$ cat src/rtl/cpu_ctrl_pkg.sv
// Shared encodings for the hardwired control sequencer: opcodes, step states,
// the strobe bundle and the last-step table per opcode.
package cpu_ctrl_pkg;

    localparam logic [4:0] OP_LD   = 5'b00000;
    localparam logic [4:0] OP_LDI  = 5'b00001;
    localparam logic [4:0] OP_ST   = 5'b00010;
    localparam logic [4:0] OP_ADD  = 5'b00011;
    localparam logic [4:0] OP_SUB  = 5'b00100;
    localparam logic [4:0] OP_AND  = 5'b00101;
    localparam logic [4:0] OP_OR   = 5'b00110;
    localparam logic [4:0] OP_ADDI = 5'b01100;
    localparam logic [4:0] OP_BR   = 5'b10010;
    localparam logic [4:0] OP_JR   = 5'b10100;
    localparam logic [4:0] OP_NOP  = 5'b11010;
    localparam logic [4:0] OP_HALT = 5'b11011;

    typedef enum logic [3:0] {
        ST_RESET,
        ST_T0,
        ST_T1,
        ST_T2,
        ST_T3,
        ST_T4,
        ST_T5,
        ST_T6,
        ST_T7,
        ST_HALT
    } state_t;

    typedef struct packed {
        logic pc_out;
        logic zhigh_out;
        logic zlow_out;
        logic mdr_out;
        logic mar_in;
        logic z_in;
        logic pc_in;
        logic mdr_in;
        logic ir_in;
        logic y_in;
        logic inc_pc;
        logic read;
        logic write;
        logic gra;
        logic grb;
        logic grc;
        logic r_in;
        logic r_out;
        logic ba_out;
        logic c_out;
        logic con_in;
        logic alu_add;
        logic alu_sub;
        logic alu_and;
        logic alu_or;
        logic run;
    } ctrl_t;

    // Undefined opcodes behave like nop, so they finish at T3.
    function automatic state_t last_step(input logic [4:0] op);
        case (op)
            OP_LD, OP_ST:                                    last_step = ST_T7;
            OP_LDI, OP_ADD, OP_SUB, OP_AND, OP_OR, OP_ADDI: last_step = ST_T5;
            OP_BR:                                           last_step = ST_T6;
            default:                                         last_step = ST_T3;
        endcase
    endfunction

endpackage

$ cat src/rtl/ctrl_decode.sv
// Combinational strobe decode: maps the current step, opcode and branch
// condition onto the full set of datapath control strobes.
module ctrl_decode
    import cpu_ctrl_pkg::*;
(
    input  state_t     state,
    input  logic [4:0] opcode,
    input  logic       con_ff,
    output ctrl_t      ctrl
);

    always_comb begin
        ctrl = '0;
        ctrl.run = (state != ST_RESET) && (state != ST_HALT);
        case (state)
            ST_T0: begin
                ctrl.pc_out = 1'b1;
                ctrl.mar_in = 1'b1;
                ctrl.inc_pc = 1'b1;
                ctrl.z_in   = 1'b1;
            end
            ST_T1: begin
                ctrl.zlow_out = 1'b1;
                ctrl.pc_in    = 1'b1;
                ctrl.read     = 1'b1;
                ctrl.mdr_in   = 1'b1;
            end
            ST_T2: begin
                ctrl.mdr_out = 1'b1;
                ctrl.ir_in   = 1'b1;
            end
            ST_T3: begin
                case (opcode)
                    OP_LD, OP_LDI, OP_ST: begin
                        ctrl.grb    = 1'b1;
                        ctrl.ba_out = 1'b1;
                        ctrl.y_in   = 1'b1;
                    end
                    OP_ADD, OP_SUB, OP_AND, OP_OR, OP_ADDI: begin
                        ctrl.grb   = 1'b1;
                        ctrl.r_out = 1'b1;
                        ctrl.y_in  = 1'b1;
                    end
                    OP_BR: begin
                        ctrl.gra    = 1'b1;
                        ctrl.r_out  = 1'b1;
                        ctrl.con_in = 1'b1;
                    end
                    OP_JR: begin
                        ctrl.gra   = 1'b1;
                        ctrl.r_out = 1'b1;
                        ctrl.pc_in = 1'b1;
                    end
                    default: ;
                endcase
            end
            ST_T4: begin
                case (opcode)
                    OP_LD, OP_LDI, OP_ST, OP_ADDI: begin
                        ctrl.c_out   = 1'b1;
                        ctrl.alu_add = 1'b1;
                        ctrl.z_in    = 1'b1;
                    end
                    OP_ADD, OP_SUB, OP_AND, OP_OR: begin
                        ctrl.grc     = 1'b1;
                        ctrl.r_out   = 1'b1;
                        ctrl.z_in    = 1'b1;
                        ctrl.alu_add = (opcode == OP_ADD);
                        ctrl.alu_sub = (opcode == OP_SUB);
                        ctrl.alu_and = (opcode == OP_AND);
                        ctrl.alu_or  = (opcode == OP_OR);
                    end
                    OP_BR: begin
                        ctrl.pc_out = 1'b1;
                        ctrl.y_in   = 1'b1;
                    end
                    default: ;
                endcase
            end
            ST_T5: begin
                case (opcode)
                    OP_LD, OP_ST: begin
                        ctrl.zlow_out = 1'b1;
                        ctrl.mar_in   = 1'b1;
                    end
                    OP_LDI, OP_ADD, OP_SUB, OP_AND, OP_OR, OP_ADDI: begin
                        ctrl.zlow_out = 1'b1;
                        ctrl.gra      = 1'b1;
                        ctrl.r_in     = 1'b1;
                    end
                    OP_BR: begin
                        ctrl.c_out   = 1'b1;
                        ctrl.alu_add = 1'b1;
                        ctrl.z_in    = 1'b1;
                    end
                    default: ;
                endcase
            end
            ST_T6: begin
                case (opcode)
                    OP_LD: begin
                        ctrl.read   = 1'b1;
                        ctrl.mdr_in = 1'b1;
                    end
                    OP_ST: begin
                        ctrl.gra    = 1'b1;
                        ctrl.r_out  = 1'b1;
                        ctrl.mdr_in = 1'b1;
                    end
                    // The branch target is only loaded when the condition holds.
                    OP_BR: begin
                        ctrl.zlow_out = 1'b1;
                        ctrl.pc_in    = con_ff;
                    end
                    default: ;
                endcase
            end
            ST_T7: begin
                case (opcode)
                    OP_LD: begin
                        ctrl.mdr_out = 1'b1;
                        ctrl.gra     = 1'b1;
                        ctrl.r_in    = 1'b1;
                    end
                    OP_ST: ctrl.write = 1'b1;
                    default: ;
                endcase
            end
            default: ;
        endcase
    end

endmodule

$ cat src/rtl/control_unit.sv
// Step sequencer for the CPU datapath: owns the step register, memory-wait
// stalls and halt handling, and exposes the decoded strobes.
module control_unit
    import cpu_ctrl_pkg::*;
(
    input  logic        Clock,
    input  logic        Clear,
    input  logic [31:0] IR,
    input  logic        CON_FF,
    input  logic        Mem_ready,
    input  logic        Stop,
    output logic        PCout,
    output logic        Zhighout,
    output logic        Zlowout,
    output logic        MDRout,
    output logic        MARin,
    output logic        Zin,
    output logic        PCin,
    output logic        MDRin,
    output logic        IRin,
    output logic        Yin,
    output logic        IncPC,
    output logic        Read,
    output logic        Write,
    output logic        Gra,
    output logic        Grb,
    output logic        Grc,
    output logic        Rin,
    output logic        Rout,
    output logic        BAout,
    output logic        Cout,
    output logic        CONIn,
    output logic        ADD,
    output logic        SUB,
    output logic        AND,
    output logic        OR,
    output logic        Run
);

    state_t     state_q;
    state_t     state_d;
    logic [4:0] opcode;
    logic       mem_wait;
    logic       instr_end;
    logic       unused_ir;
    ctrl_t      ctrl;

    assign opcode    = IR[31:27];
    assign unused_ir = ^IR[26:0];

    // Fetch-time states never consult the opcode; the last-step table only
    // yields T3..T7, so it cannot match during T0..T2.
    always_comb begin
        mem_wait  = (state_q == ST_T1)
                 || ((state_q == ST_T6) && (opcode == OP_LD))
                 || ((state_q == ST_T7) && (opcode == OP_ST));
        instr_end = (state_q == last_step(opcode));
        state_d   = state_q;
        case (state_q)
            ST_RESET: state_d = ST_T0;
            ST_HALT:  state_d = ST_HALT;
            default: begin
                if (mem_wait && !Mem_ready) begin
                    state_d = state_q;
                end else if ((state_q == ST_T3) && (opcode == OP_HALT)) begin
                    state_d = ST_HALT;
                end else if (instr_end) begin
                    state_d = Stop ? ST_HALT : ST_T0;
                end else begin
                    state_d = state_t'(4'(state_q) + 4'd1);
                end
            end
        endcase
    end

    always_ff @(posedge Clock) begin
        if (!Clear) begin
            state_q <= ST_RESET;
        end else begin
            state_q <= state_d;
        end
    end

    ctrl_decode u_decode (
        .state  (state_q),
        .opcode (opcode),
        .con_ff (CON_FF),
        .ctrl   (ctrl)
    );

    assign PCout    = ctrl.pc_out;
    assign Zhighout = ctrl.zhigh_out;
    assign Zlowout  = ctrl.zlow_out;
    assign MDRout   = ctrl.mdr_out;
    assign MARin    = ctrl.mar_in;
    assign Zin      = ctrl.z_in;
    assign PCin     = ctrl.pc_in;
    assign MDRin    = ctrl.mdr_in;
    assign IRin     = ctrl.ir_in;
    assign Yin      = ctrl.y_in;
    assign IncPC    = ctrl.inc_pc;
    assign Read     = ctrl.read;
    assign Write    = ctrl.write;
    assign Gra      = ctrl.gra;
    assign Grb      = ctrl.grb;
    assign Grc      = ctrl.grc;
    assign Rin      = ctrl.r_in;
    assign Rout     = ctrl.r_out;
    assign BAout    = ctrl.ba_out;
    assign Cout     = ctrl.c_out;
    assign CONIn    = ctrl.con_in;
    assign ADD      = ctrl.alu_add;
    assign SUB      = ctrl.alu_sub;
    assign AND      = ctrl.alu_and;
    assign OR       = ctrl.alu_or;
    assign Run      = ctrl.run;

endmodule

$ cat config.mk
export PLATFORM = sky130hd
export DESIGN_NAME = control_unit
export DESIGN_NICKNAME = d
export VERILOG_FILES = /design/src/rtl/cpu_ctrl_pkg.sv /design/src/rtl/ctrl_decode.sv /design/src/rtl/control_unit.sv
export SDC_FILE = /design/constraint.sdc
export NUM_CORES = 1
export LEC_CHECK = 0
export BUFFER_PORTS_ARGS = -buffer_cell sky130_fd_sc_hd__buf_2
export CORE_MARGIN = 1.5
export CORE_UTILIZATION = 44
export CTS_CLUSTER_DIAMETER = 200
export DETAILED_ROUTE_END_ITERATION = 8
export PLACE_DENSITY_LB_ADDON = 0.15
export RECOVER_POWER = 100
export SLEW_MARGIN = 20
export SYNTH_ARGS = -nofsm -noshare
export SYNTH_HDL_FRONTEND = slang
export SYNTH_SLANG_ARGS = --single-unit
$ cat constraint.sdc
create_clock -name Clock -period 3.12 [get_ports Clock]
set_input_delay 0 -clock Clock [delete_from_list [all_inputs] [get_ports Clock]]
set_output_delay 0 -clock Clock [all_outputs]
set_load 0.02 [all_outputs]
==> results.md, run 1 <==
- CP Capture Type: output port
- Rel. slew slack: 60.5%
- Reg2Reg Setup Slack: 1.00 ns
- RSZ-0062 raised after global routing: no
- Final cell count without fillers: 192
- Vias in the first global route: 849
- CP peak stage delay: 0.64 ns
- Rows: 16
- Hold Slack: 0.0528 ns
- Switch share: 44.6%
- EDFF count, synth: 0
- Reg power frac: 24.6%
- Status: completed
- Register area: 80.1 um2
- Max-Cap Viols: 0
- Syn_nets: 179
- Synth Flop Type: dfxtp_1
- Final wirelength: 2.58 mm
- Max Slew Vio Count: 0
- Most common cell after layout, fill and taps aside: clkbuf_1
- Top flop regs: state_q x4
- Critical Path, Cell by Cell: nor2b_1, nand2_1, or4_1, nor3b_1, clkbuf_1
- Inst Count DP: 189
- Final net count: 208
- Slew @ Worst Pin: 0.592 ns
- CP required: 3.12 ns
- Detailed Place HPWL: 1.98 mm
- Clk buf depth: 2
- Drt pass-1 iters: 4
- DR vias/cell: 5.80
- DR vias: 1113
- Crit share post-route: 76.4%
- DRC: 0
- Ports: 63
- Switching power: 0.000115 W
- CTS tree: done
- PostCTS Resize Cnt: 0
- Clock power frac: 24.3%
- Largest net degree at the start of global routing: 19
- Share of layout cells above drive strength 1: 11.5%
- Syn Inst Count: 138
- Die Area: 2290 um2
- Die height: 47.9 um
- Multi-input gate area: 728 um2
- Commonest non-fill, non-tap cells in the layout: clkbuf_1, nor2_1, nand2_1
- Num Clock Sinks: 4
- Layout Skew: 0.00288 ns
- Sequential element share of the synthesized area: 9.03%
- VDD IR-drop max: 230 uV
- Final ANT Viol Nets: 0
- CTS Buf Count: 3
- Int Pwr: 0.000143 W
- Total GRT Usage: 22.4%
- Starting Density: 46.2%
- CTS Hold Bufs: 0
- Max reg flops: 4
- Comb power frac: 51.0%
- Area Growth Syn to Fin: 17.3%
- Synth Register Bits: 4
- CP Class: reg -> out
- Total power draw: 0.000259 W
- CP arrival: 2.38 ns
- GP Congestion: 0.844
- Setup violators final: 0
- Iteration-0 DRC Markers: 31
- Worst-Skew Late Latency: 0.23 ns
- P_leak: 0.409 nW
- Min Tclk post-route: 2.38 ns
- Syn Area/Cell: 6.43 um2
- Largest register by flop count: state_q
- Power density cells: 249 nW/um2
- CTS H-tree lvls: 1
- Grt total ovfl: 0
- Min-delay worst type: in -> reg
- Slowest cell on crit path: dfxtp_1
- Post-CTS setup buffer count: 0
- Port bufs: 34
- Fin Setup TNS: 0 ns
- Placed instance area: 1050 um2
- Worst-path clk slew: 0.03 ns
- Initial antenna violation count: 0
- Fmax: 420 MHz
- Final hold viol count: 0
- Synthesized cell area: 887 um2
- Worst Setup Start Kind: register
- First-pass GRT wire length: 3.76 mm
- Core ar.: 1920 um2
- CP max FO: 17
- Ys Warns: 0
- Drt wl/cell: 13.4 um
- Chip width: 47.9 um
- Distinct cells, synth: 47
- CTS root buffer: clkbuf_4
- Final Instance Area: 1040 um2
- Ant. Diodes: 0
- Fillcell total: 223
- Ys async rst share: 0%
## area by class of cell
cell class,instances,share of cell area [%]
inverter,10,3.61
sequential,4,7.69
tap,27,3.25
multi-input combinational,114,70.0
clock buffer,3,2.16
timing repair buffer,34,13.3
## power groups by stage
stage	registers (W)	logic (W)	clock network, W
2_1_floorplan	0.0000604	0.0000988	0
3_3_place_gp	0.0000637	0.000133	0
3_5_place_dp	0.0000643	0.000135	0
4_1_cts	0.0000634	0.000135	0.0000679
5_1_grt	0.0000648	0.000146	0.0000711
6_report	0.0000637	0.000132	0.0000630
## per-layer routing
| layer | share of wire, % | GRT usage, % |
|---|---|---|
| met5 | 0 | 0 |
| met4 | 0 | 4.32 |
| met3 | 3.6 | 3.40 |
| met2 | 50 | 38.1 |
| met1 | 47 | 29.9 |
## final timing paths
path / start / to / cells past startpoint
setup reg to reg: state_q[0] / state_q[0] / 6
setup / recovery: state_q[2] / AND / 5
hold reg to reg: state_q[0] / state_q[0] / 2
hold / removal: Clear / state_q[1] / 2
## logic make-up (layout without fill, tap and decap cells)
kind of cell,Yosys count,after routing,share of synthesized area (%)
buf+inv,20,47,8.89
xor+xnor,2,2,1.97
other cells,1,1,0.423
mux,4,4,4.65
flops,4,4,9.03
simple gates,65,65,40.5
fa+ha+maj,4,4,5.64
compound gates,38,38,28.9
## critical path: cells and delay by family (launching register included)
kind / cells / cell delay (ns)
simple gates: 4 / 1.27
buf+inv: 1 / 0.25
flops: 1 / 0.64
## synth_stat cells, types with 3 or more instances
library cell | number | area share [%]
inv_1 | 10 | 4.2
nor3_1 | 4 | 2.3
o21a_1 | 4 | 3.4
dfxtp_1 | 4 | 9.0
ha_1 | 4 | 5.6
a21oi_1 | 8 | 4.5
mux2i_1 | 3 | 3.4
nand2_1 | 11 | 4.7
o21ai_0 | 9 | 5.1
nand2b_1 | 5 | 3.5
nand3_1 | 9 | 5.1
nor2_1 | 12 | 5.1
clkbuf_1 | 8 | 3.4
## metrics by stage
stage               utilization, %  worst slack, ns
floorplan                        -             1.25
global placement              54.6             1.06
detailed placement            54.6             1.04
CTS                           55.8            0.804
global route                  54.2            0.579
finish                        54.2            0.738
(Power assumes the default switching activity.)
==> inputs of run 2 (changes only) <==
- CORE_UTILIZATION: 44 -> 41
- clock period: 3.12 -> 2.5 ns (I/O delays scaled with it)
==> results.md, run 2 (same netlist as run 1, synthesis figures left out) <==
- Final hold viol count: 0
- Port bufs: 34
- Iteration-0 DRC Markers: 25
- DR vias/cell: 5.83
- Ports: 63
- Most common cell after layout, fill and taps aside: clkbuf_1
- Worst Slack Setup Final: 0.258 ns
- Initial antenna violation count: 0
- Chip width: 49.5 um
- Largest net degree at the start of global routing: 19
- Die Area: 2450 um2
- Drt pass-1 iters: 4
- Worst Setup Start Kind: register
- Clk buf depth: 2
- Slew @ Worst Pin: 0.593 ns
- Worst-path clk slew: 0.03 ns
- Final core occ: 52.4%
- CTS Hold Bufs: 0
- CTS Buf Count: 3
- Grt total ovfl: 0
- Rel. slew slack: 60.4%
- Num Clock Sinks: 4
- CP required: 2.50 ns
- RSZ-0062 raised after global routing: no
- DR vias: 1125
- DRC: 0
- Area Growth Syn to Fin: 18.2%
- Hold path depth: 2
- Max-Cap Viols: 0
- Commonest non-fill, non-tap cells in the layout: clkbuf_1, nor2_1, nand2_1
- Status: completed
- CTS tree: done
- PostCTS Resize Cnt: 0
- P_leak: 0.415 nW
- Largest register by flop count: state_q
- Min-delay worst type: in -> reg
- Final cell count without fillers: 193
- Vias in the first global route: 938
- Top flop regs: state_q x4
- Drt wl/cell: 13.1 um
- Placed instance area: 1060 um2
- VDD IR-drop max: 255 uV
- CTS root buffer: clkbuf_4
- CP arrival: 2.24 ns
- Post-CTS setup buffer count: 0
- Min Tclk post-route: 2.24 ns
- Layout Skew: 0.00143 ns
- Ant. Diodes: 0
- Detailed Place HPWL: 1.91 mm
- Max reg flops: 4
- Setup violators final: 0
- Rows: 16
- Die height: 49.5 um
- CTS H-tree lvls: 1
- Inst Count DP: 190
- Worst slack, placed: 0.421 ns
- Max Slew Vio Count: 0
- CP max FO: 9
- Final Instance Area: 1050 um2
- Crit share post-route: 89.7%
- Final wirelength: 2.53 mm
- CP Class: reg -> out
- Starting Density: 44.3%
- First-pass GRT wire length: 4.22 mm
- Final ANT Viol Nets: 0
- Core ar.: 2000 um2
- CP Capture Type: output port
- Fmax: 446 MHz
- Fin Setup TNS: 0 ns
- Worst-Skew Late Latency: 0.23 ns
- Final net count: 209
- GP Congestion: 0.832
- Share of layout cells above drive strength 1: 12.0%
- Total GRT Usage: 21.3%
- R2R depth: 6
- Reg2Reg Setup Slack: 0.40 ns
- Power density cells: 307 nW/um2
run 2: power by group:
| part | internal (W) | total, W | leakage (nW) | switching, W |
|---|---|---|---|---|
| Combinational | 0.0000573 | 0.000168 | 0.368 | 0.000111 |
| Clock | 0.0000535 | 0.0000771 | 0.0138 | 0.0000236 |
| Sequential | 0.0000686 | 0.0000773 | 0.0327 | 0.00000871 |
run 2: critical path, stage by stage, from the launching register on:
cell and delay, ns:
dfxtp_1 0.38, inv_1 0.13, ha_1 0.34, nand4b_1 0.32
o32ai_1 0.37, a21oi_1 0.14, nand3_1 0.09, clkbuf_1 0.23
run 2: metal layers:
layer / share of wire (%) / vias up / track usage [%] / routed length (um)
met3: 6.9 / 4 / 2.73 / 175
met4: 0.75 / 0 / 8.80 / 19
li1: - / 562 / - / -
met2: 45 / 39 / 32.4 / 1140
met1: 47 / 520 / 30.3 / 1200
met5: 0 / - / 0 / 0
run 2: per-stage QoR:
step	power (W)	hold slack, ns
global placement	0.000246	0.281
CTS	0.000330	0.0427
global route	0.000348	0.0601
finish	0.000322	0.0506
detailed placement	0.000249	0.289
floorplan	0.000199	0.0895
run 2: final cells by class:
type | count | area (um2)
inverter | 10 | 37.5
sequential | 4 | 80.1
clock buffer | 3 | 22.5
multi-input combinational | 114 | 728
fill | 238 | 953
tap | 27 | 33.8
timing repair buffer | 35 | 146
run 2: path summary, 6_finish.rpt:
| check | startpoint | end |
|---|---|---|
| worst max-delay path | state_q[0] | Rout |
| worst min-delay path | Clear | state_q[1] |
| worst max register to register | state_q[0] | state_q[0] |
| worst min register to register | state_q[0] | state_q[0] |
==> inputs of run 3 (changes only) <==
- RECOVER_POWER: 100 -> unset
==> results.md, run 3 (same netlist as run 1, synthesis figures left out) <==
- Rows: 16
- P_leak: 0.518 nW
- Detailed Place HPWL: 1.91 mm
- Die height: 49.5 um
- CP max FO: 9
- CP Capture Type: output port
- DR vias/cell: 5.76
- Setup violators final: 0
- Post-CTS setup buffer count: 0
- Total power draw: 0.000327 W
- Critical path's top delay family: compound AO/OA/AOI/OAI gates
- CTS Hold Bufs: 0
- Share of layout cells above drive strength 1: 27.1%
- CTS tree: done
- Final net count: 209
- Reg2Reg Setup Slack: 0.40 ns
- Num Clock Sinks: 4
- Die Area: 2450 um2
- Register area: 80.1 um2
- Max-Cap Viols: 0
- Power density cells: 303 nW/um2
- GP Congestion: 0.832
- Critical Path, Cell by Cell: inv_1, ha_1, nand4b_1, o32ai_1, a21oi_1, nand3_1, buf_2
- Clk buf depth: 2
- Largest net degree at the start of global routing: 19
- CP Class: reg -> out
- Worst slack, placed: 0.421 ns
- RR Startpoint: state_q[0]
- Fin Setup TNS: 0 ns
- Chip width: 49.5 um
- Clock power frac: 23.6%
- Layout Skew: 0.00143 ns
- PostCTS Resize Cnt: 0
- Comb power frac: 52.7%
- Top flop regs: state_q x4
- CP arrival: 2.18 ns
- Final wirelength: 2.51 mm
- Switching power: 0.000142 W
- Vias in the first global route: 938
- CTS Buf Count: 3
- Final hold viol count: 0
- Most common cell after layout, fill and taps aside: buf_2
- Fillcell total: 222
- Reg power frac: 23.7%
- DRC: 0
- Status: completed
- VDD IR-drop max: 256 uV
- Iteration-0 DRC Markers: 24
- Max reg flops: 4
- Max Slew Vio Count: 0
- Port bufs: 34
- Total GRT Usage: 21.3%
- Ant. Diodes: 0
- Grt total ovfl: 0
- Int Pwr: 0.000185 W
- Fmax: 459 MHz
- Switch share: 43.4%
- Rel. slew slack: 60.6%
- Initial antenna violation count: 0
- Worst-path clk slew: 0.03 ns
- Area Growth Syn to Fin: 21.7%
- Hold EP: state_q[1]
- DR vias: 1112
- Crit share post-route: 87.2%
- Worst-Skew Late Latency: 0.23 ns
- Worst Setup Start Kind: register
- Starting Density: 44.3%
- Drt pass-1 iters: 4
- Largest register by flop count: state_q
- Worst Slack Setup Final: 0.320 ns
- Slew @ Worst Pin: 0.591 ns
- Min Tclk post-route: 2.18 ns
- Min-delay worst type: in -> reg
- R2R depth: 6
- Multi-input gate area: 728 um2
- CP Buf/Inv Count: 2
- CTS root buffer: clkbuf_4
- Commonest non-fill, non-tap cells in the layout: buf_2, nor2_1, nand2_1
- Final ANT Viol Nets: 0
- Crit Reg-Reg Endpoint: state_q[0]
- CP peak stage delay: 0.38 ns
- Ports: 63
- CTS H-tree lvls: 1
- First-pass GRT wire length: 4.22 mm
- Worst hold start: Clear
- Core ar.: 2000 um2
- RSZ-0062 raised after global routing: no
- CP required: 2.50 ns
- Drt wl/cell: 13.0 um
- Hold path depth: 2
- Slowest cell on crit path: dfxtp_1
[run 3: worst max-delay path by stage]
stage / start / end / slack, ns / depth (start not counted)
6_report: state_q[0] / Rout / 0.32 / 7
5_1_grt: state_q[3] / AND / 0.18 / 5
4_1_cts: state_q[0] / Rout / 0.35 / 7
3_5_place_dp: state_q[0] / state_q[0] / 0.42 / 6
3_3_place_gp: state_q[0] / state_q[0] / 0.45 / 6
2_1_floorplan: state_q[0] / state_q[0] / 0.63 / 6
[run 3: through the flow]
stage	hold WS, ns	std cells	util [%]	cell area [um2]
6_report	0.0481	193	53.9	1080
3_3_place_gp	0.281	190	52.8	1060
5_1_grt	0.0601	193	53.9	1080
3_5_place_dp	0.289	190	52.8	1060
4_1_cts	0.0427	193	53.9	1080
2_1_floorplan	0.0895	138	-	887
[run 3: power by group through the flow]
stage	Combinational [W]	Clock (W)	Sequential, W
finish	0.000172	0.0000771	0.0000774
global route	0.000189	0.0000844	0.0000786
CTS	0.000171	0.0000818	0.0000773
detailed placement	0.000171	0	0.0000783
global placement	0.000168	0	0.0000781
floorplan	0.000123	0	0.0000754
[run 3: per-layer routing]
| metal | global-route usage, % | share of wire [%] |
|---|---|---|
| met2 | 32.4 | 46 |
| met3 | 2.73 | 6.7 |
| met4 | 8.80 | 0.44 |
| met5 | 0 | 0 |
| met1 | 30.3 | 47 |
[run 3: final cells by class]
class	instances	share of cell area, %
multi-input cells	114	67.4
clock buffers	3	2.09
inverters	10	3.48
well taps	27	3.13
flip-flops and latches	4	7.42
repair buffers	35	16.5
[run 3: worst reg2reg max path, cell delays in order (launching register included)]
cell     delay [ns]
dfxtp_1        0.38
inv_1          0.13
ha_1           0.25
or3b_2         0.48
a21oi_1        0.25
nand3_1        0.19
o221a_2        0.31
